--- src/rtl/cntr_pkg.sv ---
// Shared types and defaults for the up/down modulo counter and the
// prescaler it uses.
package cntr_pkg;

    typedef enum logic {
        DIR_DOWN = 1'b0,
        DIR_UP   = 1'b1
    } dir_e;

    // End-of-range behaviour
    localparam int MODE_WRAP = 0;
    localparam int MODE_SAT  = 1;

    // Default geometry: a 4-bit counter over the full 0..15 range, stepping every cycle
    localparam int DEF_WIDTH    = 4;
    localparam int DEF_MODULO   = 16;
    localparam int DEF_PRESCALE = 1;

    // Prescaler register width; a divide-by-1 still keeps a one-bit register
    function automatic int prescale_width(input int p);
        return (p > 1) ? $clog2(p) : 1;
    endfunction

endpackage

--- src/rtl/cntr_prescaler.sv ---
// Clock-enable prescaler: produces one tick per PRESCALE enabled cycles.
// The phase counter only advances while en is high, so dropping en
// preserves the progress toward the next tick.
module cntr_prescaler
    import cntr_pkg::*;
#(
    parameter int PRESCALE = DEF_PRESCALE
) (
    input  logic clk,
    input  logic rst_n,
    input  logic en,
    input  logic sync_clr,
    output logic tick
);

    localparam int PW = prescale_width(PRESCALE);
    localparam logic [PW-1:0] LAST = PW'(PRESCALE - 1);

    logic [PW-1:0] phase;

    // Phase counter 0..PRESCALE-1; it wraps on the tick cycle. PRESCALE=1
    // parks it at 0, so the tick is permanently asserted.
    always_ff @(posedge clk or negedge rst_n) begin
        if (!rst_n) begin
            phase <= '0;
        end else if (sync_clr) begin
            phase <= '0;
        end else if (en) begin
            if (phase == LAST) begin
                phase <= '0;
            end else begin
                phase <= phase + PW'(1);
            end
        end
    end

    // The tick is decoded from the current phase; the counter qualifies it with en
    assign tick = (phase == LAST);

endmodule

--- src/rtl/updown_mod_cntr.sv ---
// Parametrised up/down modulo counter with synchronous clear and load,
// wrap or saturate at the range ends, a prescaled clock enable, a
// combinational terminal count and a registered wrap pulse.
module updown_mod_cntr
    import cntr_pkg::*;
#(
    parameter int WIDTH    = DEF_WIDTH,
    parameter int MODULO   = DEF_MODULO,
    parameter int SATURATE = MODE_WRAP,
    parameter int PRESCALE = DEF_PRESCALE
) (
    input  logic             clk,
    input  logic             rst_n,
    input  logic             en,
    input  logic             up_dn,
    input  logic             clr,
    input  logic             load,
    input  logic [WIDTH-1:0] load_val,
    output logic [WIDTH-1:0] count,
    output logic             tc,
    output logic             wrap
);

    // Reject illegal geometries when the design is elaborated
    if (MODULO < 2 || longint'(MODULO) > (longint'(1) << WIDTH)) begin : g_bad_modulo
        $error("updown_mod_cntr: MODULO=%0d is outside 2..2**WIDTH (WIDTH=%0d)", MODULO, WIDTH);
    end
    if (PRESCALE < 1) begin : g_bad_prescale
        $error("updown_mod_cntr: PRESCALE=%0d must be at least 1", PRESCALE);
    end
    if (SATURATE != MODE_WRAP && SATURATE != MODE_SAT) begin : g_bad_mode
        $error("updown_mod_cntr: SATURATE=%0d must be 0 or 1", SATURATE);
    end

    localparam logic [WIDTH-1:0] MAX_VAL = WIDTH'(MODULO - 1);
    localparam bit SAT_EN = (SATURATE == MODE_SAT);

    dir_e             dir;
    logic             tick;
    logic             step;
    logic             at_max;
    logic             at_min;
    logic [WIDTH-1:0] load_clamped;
    logic [WIDTH-1:0] count_nxt;
    logic             wrap_nxt;

    assign dir    = dir_e'(up_dn);
    assign at_max = (count == MAX_VAL);
    assign at_min = (count == '0);
    assign step   = en && tick;

    // Out-of-range load values would land in the unreachable region, so pin them to the top
    assign load_clamped = (load_val > MAX_VAL) ? MAX_VAL : load_val;

    // Clear and load both restart the prescale period
    cntr_prescaler #(
        .PRESCALE (PRESCALE)
    ) u_prescaler (
        .clk      (clk),
        .rst_n    (rst_n),
        .en       (en),
        .sync_clr (clr || load),
        .tick     (tick)
    );

    // Next count and wrap pulse, in clr > load > step priority
    always_comb begin
        count_nxt = count;
        wrap_nxt  = 1'b0;
        if (clr) begin
            count_nxt = '0;
        end else if (load) begin
            count_nxt = load_clamped;
        end else if (step) begin
            if (dir == DIR_UP) begin
                if (!at_max) begin
                    count_nxt = count + WIDTH'(1);
                end else if (!SAT_EN) begin
                    count_nxt = '0;
                    wrap_nxt  = 1'b1;
                end
            end else begin
                if (!at_min) begin
                    count_nxt = count - WIDTH'(1);
                end else if (!SAT_EN) begin
                    count_nxt = MAX_VAL;
                    wrap_nxt  = 1'b1;
                end
            end
        end
    end

    // Count and wrap registers; wrap lines up with the wrapped count value
    always_ff @(posedge clk or negedge rst_n) begin
        if (!rst_n) begin
            count <= '0;
            wrap  <= 1'b0;
        end else begin
            count <= count_nxt;
            wrap  <= wrap_nxt;
        end
    end

    // Terminal count follows the live direction, independent of en and the prescaler
    assign tc = ((dir == DIR_UP) && at_max) || ((dir == DIR_DOWN) && at_min);

endmodule

--- config.mk ---
export PLATFORM = sky130hd
export DESIGN_NAME = updown_mod_cntr
export DESIGN_NICKNAME = d
export VERILOG_FILES = /design/src/rtl/cntr_pkg.sv /design/src/rtl/cntr_prescaler.sv /design/src/rtl/updown_mod_cntr.sv
export SDC_FILE = /design/constraint.sdc
export NUM_CORES = 1
export LEC_CHECK = 0
export ABC_AREA = 1
export BUFFER_PORTS_ARGS = -buffer_cell sky130_fd_sc_hd__buf_4
export CAP_MARGIN = 5
export CORE_AREA = 5 5 42 44
export CTS_BUF_LIST = sky130_fd_sc_hd__clkbuf_2
export CTS_CLUSTER_SIZE = 24
export DETAILED_ROUTE_END_ITERATION = 16
export DIE_AREA = 0 0 47 49
export GPL_TIMING_DRIVEN = 0
export SLEW_MARGIN = 20
export SYNTH_ARGS = -nofsm -noshare
export SYNTH_HDL_FRONTEND = slang
export SYNTH_SLANG_ARGS = --single-unit
--- constraint.sdc ---
create_clock -name clk -period 1.2 [get_ports clk]
set_input_delay 0.24 -clock clk [delete_from_list [all_inputs] [get_ports clk]]
set_output_delay 0.24 -clock clk [all_outputs]
set_load 0.05 [all_outputs]
==> impl_metrics.py, run 1 <==
metrics = {
    "placed_design": {
        "dp_hpwl_um": 881,
        "io_buffers": 15,
        "gp_congestion": 0.761,
        "preCtsSetupSlack_ns": -0.271,
    },
    "timing": {
        "setup_ws_ns": -0.435,
        "maxSlewHeadroom": 0.880,
        "period_share": 1.36,
        "finalSetupViolations": 6,
        "fmax_ghz": 0.612,
        "finalMaxSlewViolations": 0,
        "rsz0062_at_grt": "true",
        "worst_pin_slew_ns": 0.180,
        "hold_violations": 0,
        "setup_tns_ns": -0.815,
        "min_period_ns": 1.63,
        "clock_skew_ns": 0.00153,
    },
    "worst_setup_path": {
        "path_cells": "inv_4 > ha_4 > nand3_4 > inv_2 > nor2_4 > a21oi_4 > buf_6",
        "crit_path_start_kind": "flip-flop",
        "critPathBufInv": 3,
        "reg2regPathDepth": 8,
        "r2r-start": "count[0]$_DFFE_PN0P_",
        "crit_family": "flip-flops",
        "cp.required_ns": 0.96,
        "reg2reg_to": "count[2]$_DFFE_PN0P_",
        "arrival_ns": 1.39,
        "critPathKind": "reg -> out",
        "max_stage_delay_ns": 0.44,
        "r2r_slack_ns": -0.10,
        "worst-path-max-fanout": 4,
        "critPathCaptureType": "primary output",
        "crit_cells": 7,
        "cp_slowest_cell": "dfrtp_2",
    },
    "global_route": {
        "grt_pass1_vias": 469,
        "grt_max_degree": 9,
        "grt_pass1_wl_um": 1880,
        "antenna_found_initial": 0,
        "grt_overflow": 0,
        "grt_util_all_layers": 0.114,
    },
    "floorplanning": {
        "num_rows": 14,
        "core_region_area_sq_um": 1400,
        "io_pins": 16,
        "dieWidth_um": 47,
        "initial_core_util": 0.285,
        "die_y_um": 49,
        "dieArea_sq_um": 2300,
    },
    "min_path": {
        "min_from": "en",
        "hold_depth": 3,
        "min_to": "wrap$_DFF_PN0_",
        "min-delay-path-class": "in -> reg",
    },
    "yosys": {
        "synth_area_leaders": "dfrtp_1 31%, nand2_1 18%, ha_1 6.3%",
        "synth_nets": 73,
        "syn_avg_cell_area_sq_um": 6.54,
        "ys_seq_elements": 5,
        "ys_seq_area_frac": 0.313,
        "synthCells": 61,
        "yosysTopAreaCell": "dfrtp_1",
        "ys_warn_count": 0,
        "synth_top_cell_area_share": 0.313,
        "syn_area_sq_um": 399,
        "yosysUniqueCellTypes": 17,
    },
    "outcome": {
        "violations": "setup timing",
        "status": "finished, violations left",
    },
    "clock_network": {
        "clock_sinks": 5,
        "insertion_delay_ns": 0.22,
        "root_buffer": "clkbuf_2",
        "clockBufferDepth": 2,
        "htreeDepth": 1,
        "clkTransAtPathRegs_ns": 0.06,
        "cts_tree": "yes",
        "cts_buffers": 3,
    },
    "power_and_ir_drop": {
        "peakVddDrop_mv": 0.599,
        "powerDensity_nw_per_um2": 1030,
        "finalPower_uw": 711,
        "p_leak_uw": 0.000342,
    },
    "route": {
        "drt_first_pass_iters": 4,
        "drt.antenna.violating_nets": 0,
        "vias_per_cell": 4.67,
        "route.detailed.drc": 0,
        "drt_iter0_drc": 8,
        "wl_um": 1180,
        "dr_total_vias": 490,
        "avgRoutedWirePerCell_um": 11.2,
    },
    "final_layout": {
        "drive_above_1_share": 0.506,
        "fin_nets": 102,
        "area_growth_pct": 72.4,
        "diodes": 0,
    },
    "job": {
        "maxCapViolations": 0,
    },
}
==> stage by stage <==
stage	hold slack (ns)	instances	cell area, sq um	util
floorplan	-0.0556	61	438	-
global placement	0.0419	92	571	0.407
detailed placement	0.0414	92	571	0.407
CTS	0.239	103	653	0.466
global route	0.235	105	688	0.491
finish	0.255	105	688	0.491
==> sequential cells by signal, indices dropped and copies added, names as in the netlist <==
signal and cells:
wrap 1, count 4
==> cell type report <==
cell class | instances | area, sq um
Timing Repair Buffer | 24 | 198
Inverter | 9 | 36.3
Fill cell | 139 | 713
Clock buffer | 4 | 20.0
Tap cell | 16 | 20.0
Sequential cell | 5 | 130
Multi-Input combinational cell | 47 | 284
==> synthesized netlist by cell type (all sizes together) <==
library cell,count
nand2,19
inv,9
nor2,8
o21ai,6
dfrtp,5
nand3,5
a21oi,3
ha,2
nand4,1
o211ai,1
o21a,1
o22ai,1
==> layer usage <==
layer | vias to the layer above | global-route usage | wire length (um)
met3 | 2 | 0.0443 | 71
met2 | 20 | 0.167 | 595
met5 | - | 0 | 0
li1 | 254 | - | -
met4 | 0 | 0.0415 | 12
met1 | 214 | 0.147 | 495
==> where the power goes <==
group          total (uW)  switching [uW]  internal [uW]
clock                 159            71.2           88.2
combinational         339             189            151
sequential            212            26.1            186
==> tightest hold or removal path: stages <==
cell	delay, ns
buf_4	0.11
nand2_1	0.05
nor2_1	0.03
==> cell usage in the layout, fill, tap and decap left out <==
cell            n
o21a_1          1
o22ai_1         1
nand2_1        19
a21oi_4         1
ha_4            1
inv_1           4
nand3_1         3
nand3_4         1
dfrtp_1         1
buf_8           1
a21oi_1         1
a21oi_2         1
dlygate4sd3_1   1
nor2_1          5
o21ai_0         2
buf_4          20
nor2_4          1
o211ai_1        1
inv_2           4
ha_2            1
clkbuf_2        4
nor2_2          2
nand3_2         1
buf_6           2
o21ai_1         4
nand4_1         1
dfrtp_2         4
inv_4           1
==> how the worst max path moves through the flow <==
stage                     to  slack (ns)                  from
after global placement    tc       -0.25  count[0]$_DFFE_PN0P_
after global routing      tc       -0.51  count[1]$_DFFE_PN0P_
after floorplan           tc       -0.32  count[0]$_DFFE_PN0P_
final                     tc       -0.43  count[0]$_DFFE_PN0P_
after CTS                 tc       -0.42  count[1]$_DFFE_PN0P_
after detailed placement  tc       -0.27  count[0]$_DFFE_PN0P_
==> cell families after synthesis <==
family / after synthesis / synth area share
simple gates: 33 / 0.364
buf+inv: 9 / 0.0846
compound gates: 12 / 0.176
fa+ha+maj: 2 / 0.0627
flops: 5 / 0.313
==> timing repair <==
action | in CTS | in global routing
gates resized for setup | 2 | 4
hold endpoints to repair | 5 | 0
setup buffers | 6 | 2
pin swaps | 2 | 1
hold buffers | 1 | 0
endpoints found under the setup margin | 6 | 7
(Power assumes the default switching activity.)
==> inputs of run 2 (changes only) <==
Settings changed: SETUP_SLACK_MARGIN set to 0.3.
==> run 2 against run 1 <==
- the run still ends with setup timing left
- highest routed layer unchanged
- utilization rose by 2.4 points
- maximum frequency grew 1.3%
- combinational power grew 8.0%
- flip-flop and latch count did not move
- critical endpoint unchanged
- largest power group unchanged
- via count increased by 1.4%
- largest cell class unchanged
- count of clock-buffer cells in the layout unchanged
- total power is 3.1% higher
- register-to-register slack improved by 0.02 ns
- design area is 4.9% higher
- sequential share of layout area decreased by 0.88 points
==> impl_metrics.py, run 2 (same netlist as run 1, synthesis figures left out) <==
metrics = {
    "global_route": {
        "grt_overflow": 0,
        "grt_busiest_layer": "met2",
        "grt_util_all_layers": 0.117,
        "grt_pass1_vias": 480,
        "use_met2": 0.179,
        "antenna_found_initial": 0,
        "grt_max_degree": 9,
        "grt_pass1_wl_um": 1930,
        "use_met1": 0.147,
        "grtUsageMet3": 0.0443,
    },
    "final_layout": {
        "final_cell_mix": "19 x nand2_1, 19 x buf_4, 5 x nor2_1",
        "fin_nets": 104,
        "seqCellArea_sq_um": 130,
        "diodes": 0,
        "area_growth_pct": 80.9,
        "top_regs": "count x4, wrap x1",
        "fin_area_sq_um": 722,
        "drive_above_1_share": 0.516,
        "multi_input_area_sq_um": 284,
        "regMostFlops": "count",
        "largest_reg_flops": 4,
        "n_fill_cell": 137,
        "instances_no_fill": 107,
    },
    "route": {
        "vias_per_cell": 4.64,
        "avgRoutedWirePerCell_um": 10.9,
        "drt_first_pass_iters": 4,
        "dr_total_vias": 497,
        "wl_um": 1170,
        "route.detailed.drc": 0,
        "drt_iter0_drc": 8,
        "drt.antenna.violating_nets": 0,
    },
    "floorplanning": {
        "initial_core_util": 0.285,
        "dieWidth_um": 47,
        "num_rows": 14,
        "core_region_area_sq_um": 1400,
        "dieArea_sq_um": 2300,
        "io_pins": 16,
        "die_y_um": 49,
    },
    "worst_setup_path": {
        "critPathKind": "reg -> out",
        "r2r_slack_ns": -0.08,
        "cp.required_ns": 0.96,
        "path_cells": "inv_4 > ha_4 > nand3_4 > inv_2 > nor2_4 > a21oi_4 > buf_6",
        "r2r-start": "count[0]$_DFFE_PN0P_",
        "arrival_ns": 1.37,
        "critPathCaptureType": "primary output",
        "crit_path_start_kind": "flip-flop",
        "worst-path-max-fanout": 4,
        "max_stage_delay_ns": 0.44,
        "reg2reg_to": "count[2]$_DFFE_PN0P_",
        "reg2regPathDepth": 8,
        "cp_slowest_cell": "dfrtp_2",
    },
    "min_path": {
        "min_from": "en",
        "min-delay-path-class": "in -> reg",
        "hold_depth": 3,
        "min_to": "wrap$_DFF_PN0_",
    },
    "outcome": {
        "violations": "setup timing",
        "status": "finished, violations left",
    },
    "timing": {
        "period_share": 1.34,
        "hold_violations": 0,
        "clock_skew_ns": 0.00185,
        "timing.hold.ws_ns": 0.255,
        "rsz0062_at_grt": "true",
        "finalSetupViolations": 6,
        "finalMaxSlewViolations": 0,
        "min_period_ns": 1.61,
        "maxSlewHeadroom": 0.879,
        "setup_ws_ns": -0.413,
        "fmax_ghz": 0.620,
        "worst_pin_slew_ns": 0.181,
    },
    "power_and_ir_drop": {
        "p_leak_uw": 0.000357,
        "powerDensity_nw_per_um2": 1020,
        "finalPower_uw": 733,
        "peakVddDrop_mv": 0.590,
    },
    "placed_design": {
        "gp_congestion": 0.761,
        "dp_cells": 92,
        "io_buffers": 15,
        "dpl_cell_area_sq_um": 571,
        "dp_hpwl_um": 881,
    },
    "clock_network": {
        "clock_sinks": 5,
        "htreeDepth": 1,
        "clkTransAtPathRegs_ns": 0.06,
        "insertion_delay_ns": 0.22,
        "cts_buffers": 3,
        "clockBufferDepth": 2,
        "root_buffer": "clkbuf_2",
        "cts_tree": "yes",
    },
    "job": {
        "maxCapViolations": 0,
    },
}
[run 2: changes by cell type in the layout (fill, tap and decap cells not counted)]
cell | previous run | this run
buf_4 | 20 | 19
buf_8 | 1 | 3
buf_6 | 2 | 3
[run 2: worst max-delay path: cells and delay by family, from the launching register on]
kind	cells	cell delay, ns
AOI/OAI and AO/OA	1	0.13
adders and majority gates	1	0.14
buffers and inverters	3	0.32
DFF	1	0.44
and+or+nand+nor	2	0.11
[run 2: how the worst max path moves through the flow]
stage / start / to / slack [ns] / cells after the start
2_1_floorplan: count[0]$_DFFE_PN0P_ / tc / -0.32 / 3
5_1_grt: count[0]$_DFFE_PN0P_ / tc / -0.49 / 7
4_1_cts: count[0]$_DFFE_PN0P_ / tc / -0.42 / 7
6_report: count[0]$_DFFE_PN0P_ / tc / -0.41 / 7
3_3_place_gp: count[0]$_DFFE_PN0P_ / tc / -0.25 / 7
3_5_place_dp: count[0]$_DFFE_PN0P_ / tc / -0.27 / 7
[run 2: where the power goes]
part | total [uW] | switching, uW | internal [uW]
combinational | 366 | 197 | 169
clock | 160 | 71.5 | 88.2
sequential | 207 | 21.4 | 186
[run 2: metrics by stage]
| step | setup WS [ns] | utilization | TNS, ns |
|---|---|---|---|
| floorplan | -0.323 | - | -1.13 |
| global placement | -0.255 | 0.407 | -0.459 |
| detailed placement | -0.271 | 0.407 | -0.529 |
| CTS | -0.423 | 0.490 | -0.612 |
| global route | -0.492 | 0.515 | -1.25 |
| finish | -0.413 | 0.515 | -0.749 |
[run 2: timing repair]
action	CTS	global route
cloned	0	0
endpoints found under the setup margin	11	11
pin swaps	2	1
setup buffers	8	2
endpoints found under the hold margin	5	0
gates resized for setup	7	4
hold buffers	1	0
[run 2: metal layers]
metal	wire, um	vias up
li1	-	260
met1	476	214
met2	595	21
met3	80	2
met4	12	0
met5	0	-
[run 2: area by class of cell]
| cell class | count | share of cell area |
|---|---|---|
| Sequential cell | 5 | 0.180 |
| Clock buffer | 4 | 0.0277 |
| Multi-Input combinational cell | 47 | 0.393 |
| Tap cell | 16 | 0.0277 |
| Inverter | 9 | 0.0503 |
| Timing Repair Buffer | 26 | 0.321 |
==> inputs of run 3 (changes only) <==
--- a/config.mk
+++ b/config.mk
@@ -20,2 +20,3 @@
 export SYNTH_HDL_FRONTEND = slang
+export SYNTH_HIERARCHICAL = 1
 export SYNTH_SLANG_ARGS = --single-unit
==> constraint.sdc (replaced) <==
create_clock -name clk -period 1.2 [get_ports clk]
set_input_delay 0.12 -clock clk [delete_from_list [all_inputs] [get_ports clk]]
set_output_delay 0.12 -clock clk [all_outputs]
set_load 0.05 [all_outputs]
==> run 3 against run 2 <==
- the flow still finishes with violations (setup timing)
- sequential power about the same
- final cell count increased by 4.7%
- non-clock buffer count increased by 4
- total power increased by 12%
- sequential share of layout area decreased by 2.3 points
- clock skew increased by 0.0044 ns
- routed wire length increased by 12%
==> impl_metrics.py, run 3 <==
metrics = {
    "outcome": {
        "status": "finished, violations left",
        "violations": "setup timing",
    },
    "clock_network": {
        "clkTransAtPathRegs_ns": 0.06,
        "root_buffer": "clkbuf_2",
        "htreeDepth": 1,
        "cts_tree": "yes",
        "insertion_delay_ns": 0.21,
        "clockBufferDepth": 2,
        "clock_sinks": 5,
        "cts_buffers": 3,
    },
    "route": {
        "route.detailed.drc": 0,
        "wl_met1_um": 564,
        "avgRoutedWirePerCell_um": 11.7,
        "drt_iter0_drc": 6,
        "dr_wl_met2_um": 679,
        "vias_per_cell": 4.53,
        "wl_um": 1310,
        "drt_first_pass_iters": 4,
        "dr_total_vias": 507,
        "dr.max_layer_used": "met3",
        "drt.antenna.violating_nets": 0,
        "dr_wl_met3_um": 61,
    },
    "final_layout": {
        "diodes": 0,
        "drive_above_1_share": 0.646,
        "largest_reg_flops": 4,
        "final_cell_mix": "17 x buf_4, 12 x nand2_1, 6 x buf_6, 6 x nand2_2",
        "area_growth_pct": 84.4,
        "fin_area_sq_um": 826,
        "top_regs": "count x4, wrap x1",
        "fin_nets": 109,
        "fin_util": 0.589,
        "regMostFlops": "count",
        "final_common_cell": "buf_4",
    },
    "yosys": {
        "synth_nets": 77,
        "synthCells": 65,
        "syn_area_sq_um": 448,
        "ys_warn_count": 6,
        "syn_avg_cell_area_sq_um": 6.89,
    },
    "worst_setup_path": {
        "r2r_slack_ns": -0.14,
        "cp.required_ns": 1.08,
        "crit_family": "flip-flops",
        "cp_slowest_cell": "dfrtp_2",
        "critPathKind": "reg -> out",
        "critPathCaptureType": "primary output",
        "max_stage_delay_ns": 0.43,
        "path_cells": "inv_4 > ha_4 > inv_2 > nor3_4 > nand2_2 > nand2_4 > buf_8",
        "arrival_ns": 1.33,
        "critPathBufInv": 3,
        "worst-path-max-fanout": 2,
        "crit_path_start_kind": "flip-flop",
    },
    "placed_design": {
        "gp_congestion": 0.719,
        "preCtsSetupSlack_ns": -0.171,
        "dp_hpwl_um": 788,
        "io_buffers": 14,
        "dpl_cell_area_sq_um": 604,
    },
    "floorplanning": {
        "initial_core_util": 0.320,
        "io_pins": 16,
        "dieWidth_um": 47,
        "num_rows": 14,
        "dieArea_sq_um": 2300,
        "die_y_um": 49,
        "core_region_area_sq_um": 1400,
    },
    "global_route": {
        "grt_util_all_layers": 0.118,
        "grt_pass1_wl_um": 1960,
        "antenna_found_initial": 0,
        "grt_pass1_vias": 465,
        "grt_overflow": 0,
        "grt_max_degree": 10,
    },
    "job": {
        "maxCapViolations": 0,
    },
    "timing": {
        "finalMaxSlewViolations": 0,
        "fmax_ghz": 0.691,
        "setup_ws_ns": -0.246,
        "min_period_ns": 1.45,
        "hold_violations": 0,
        "finalSetupViolations": 5,
        "period_share": 1.21,
        "rsz0062_at_grt": "true",
        "timing.hold.ws_ns": 0.169,
        "clock_skew_ns": 0.00621,
    },
    "power_and_ir_drop": {
        "p_leak_uw": 0.000396,
        "peakVddDrop_mv": 0.382,
        "powerDensity_nw_per_um2": 991,
    },
    "min_path": {
        "min-delay-path-class": "in -> reg",
    },
}
run 3: cell count changes in the layout (fill, tap and decap cells not counted), sizes merged, moves of 2 or more:
cell and change:
buf +4, nand3 +3, nor2 -3, a21oi -2, or2 +2
run 3: area by class of cell:
cell class / count / area, sq um
Timing Repair Buffer: 27 / 262
Sequential cell: 5 / 130
Tap cell: 16 / 20.0
Clock buffer: 4 / 20.0
Multi-Input combinational cell: 49 / 338
Fill cell: 135 / 576
Inverter: 8 / 32.5
Buffer: 3 / 23.8
run 3: what timing repair did:
| action | CTS | global route |
|---|---|---|
| hold buffers | 1 | 0 |
| pin swaps | 8 | 5 |
| gates resized for setup | 17 | 8 |
| hold endpoints to repair | 5 | 0 |
| endpoints found under the setup margin | 11 | 10 |
| buffers inserted | 10 | 2 |
run 3: worst reg2reg max path: cells and delay by family, from the launching register on:
family	cells	cell delay, ns
AO/OA/AOI/OAI	2	0.22
adder cells (fa/ha/maj)	1	0.12
buffers and inverters	3	0.24
flip-flops	1	0.43
AND/OR/NAND/NOR	3	0.23
run 3: report_power, final:
| group | total, uW | switching (uW) | internal, uW |
|---|---|---|---|
| Clock | 156 | 67.3 | 88.2 |
| Combinational | 458 | 240 | 218 |
| Sequential | 205 | 18.2 | 187 |
| Total | 818 | 326 | 493 |
run 3: routing by layer:
layer / vias to the layer above / global-route usage
li1: 269 / -
met1: 224 / 0.159
met2: 14 / 0.176
met3: 0 / 0
met4: 0 / 0.0829
met5: - / 0
run 3: through the flow:
step | TNS (ns) | instances | power, uW
finish | -0.658 | 112 | 818
global route | -1.06 | 112 | 866
CTS | -0.815 | 110 | 777
detailed placement | -0.337 | 95 | 513
global placement | -0.312 | 95 | 513
floorplan | -0.820 | 65 | 429
run 3: final timing paths:
kind,endpoint,startpoint,depth (start not counted)
min in group asynchronous,count[0]$_DFFE_PN0P_,rst_n,2
max reg2reg,count[2]$_DFFE_PN0P_,count[0]$_DFFE_PN0P_,9
min,wrap$_DFF_PN0_,clr,4
min reg2reg,count[3]$_DFFE_PN0P_,count[3]$_DFFE_PN0P_,3
max in group asynchronous,count[2]$_DFFE_PN0P_,rst_n,2
max,tc,count[0]$_DFFE_PN0P_,7
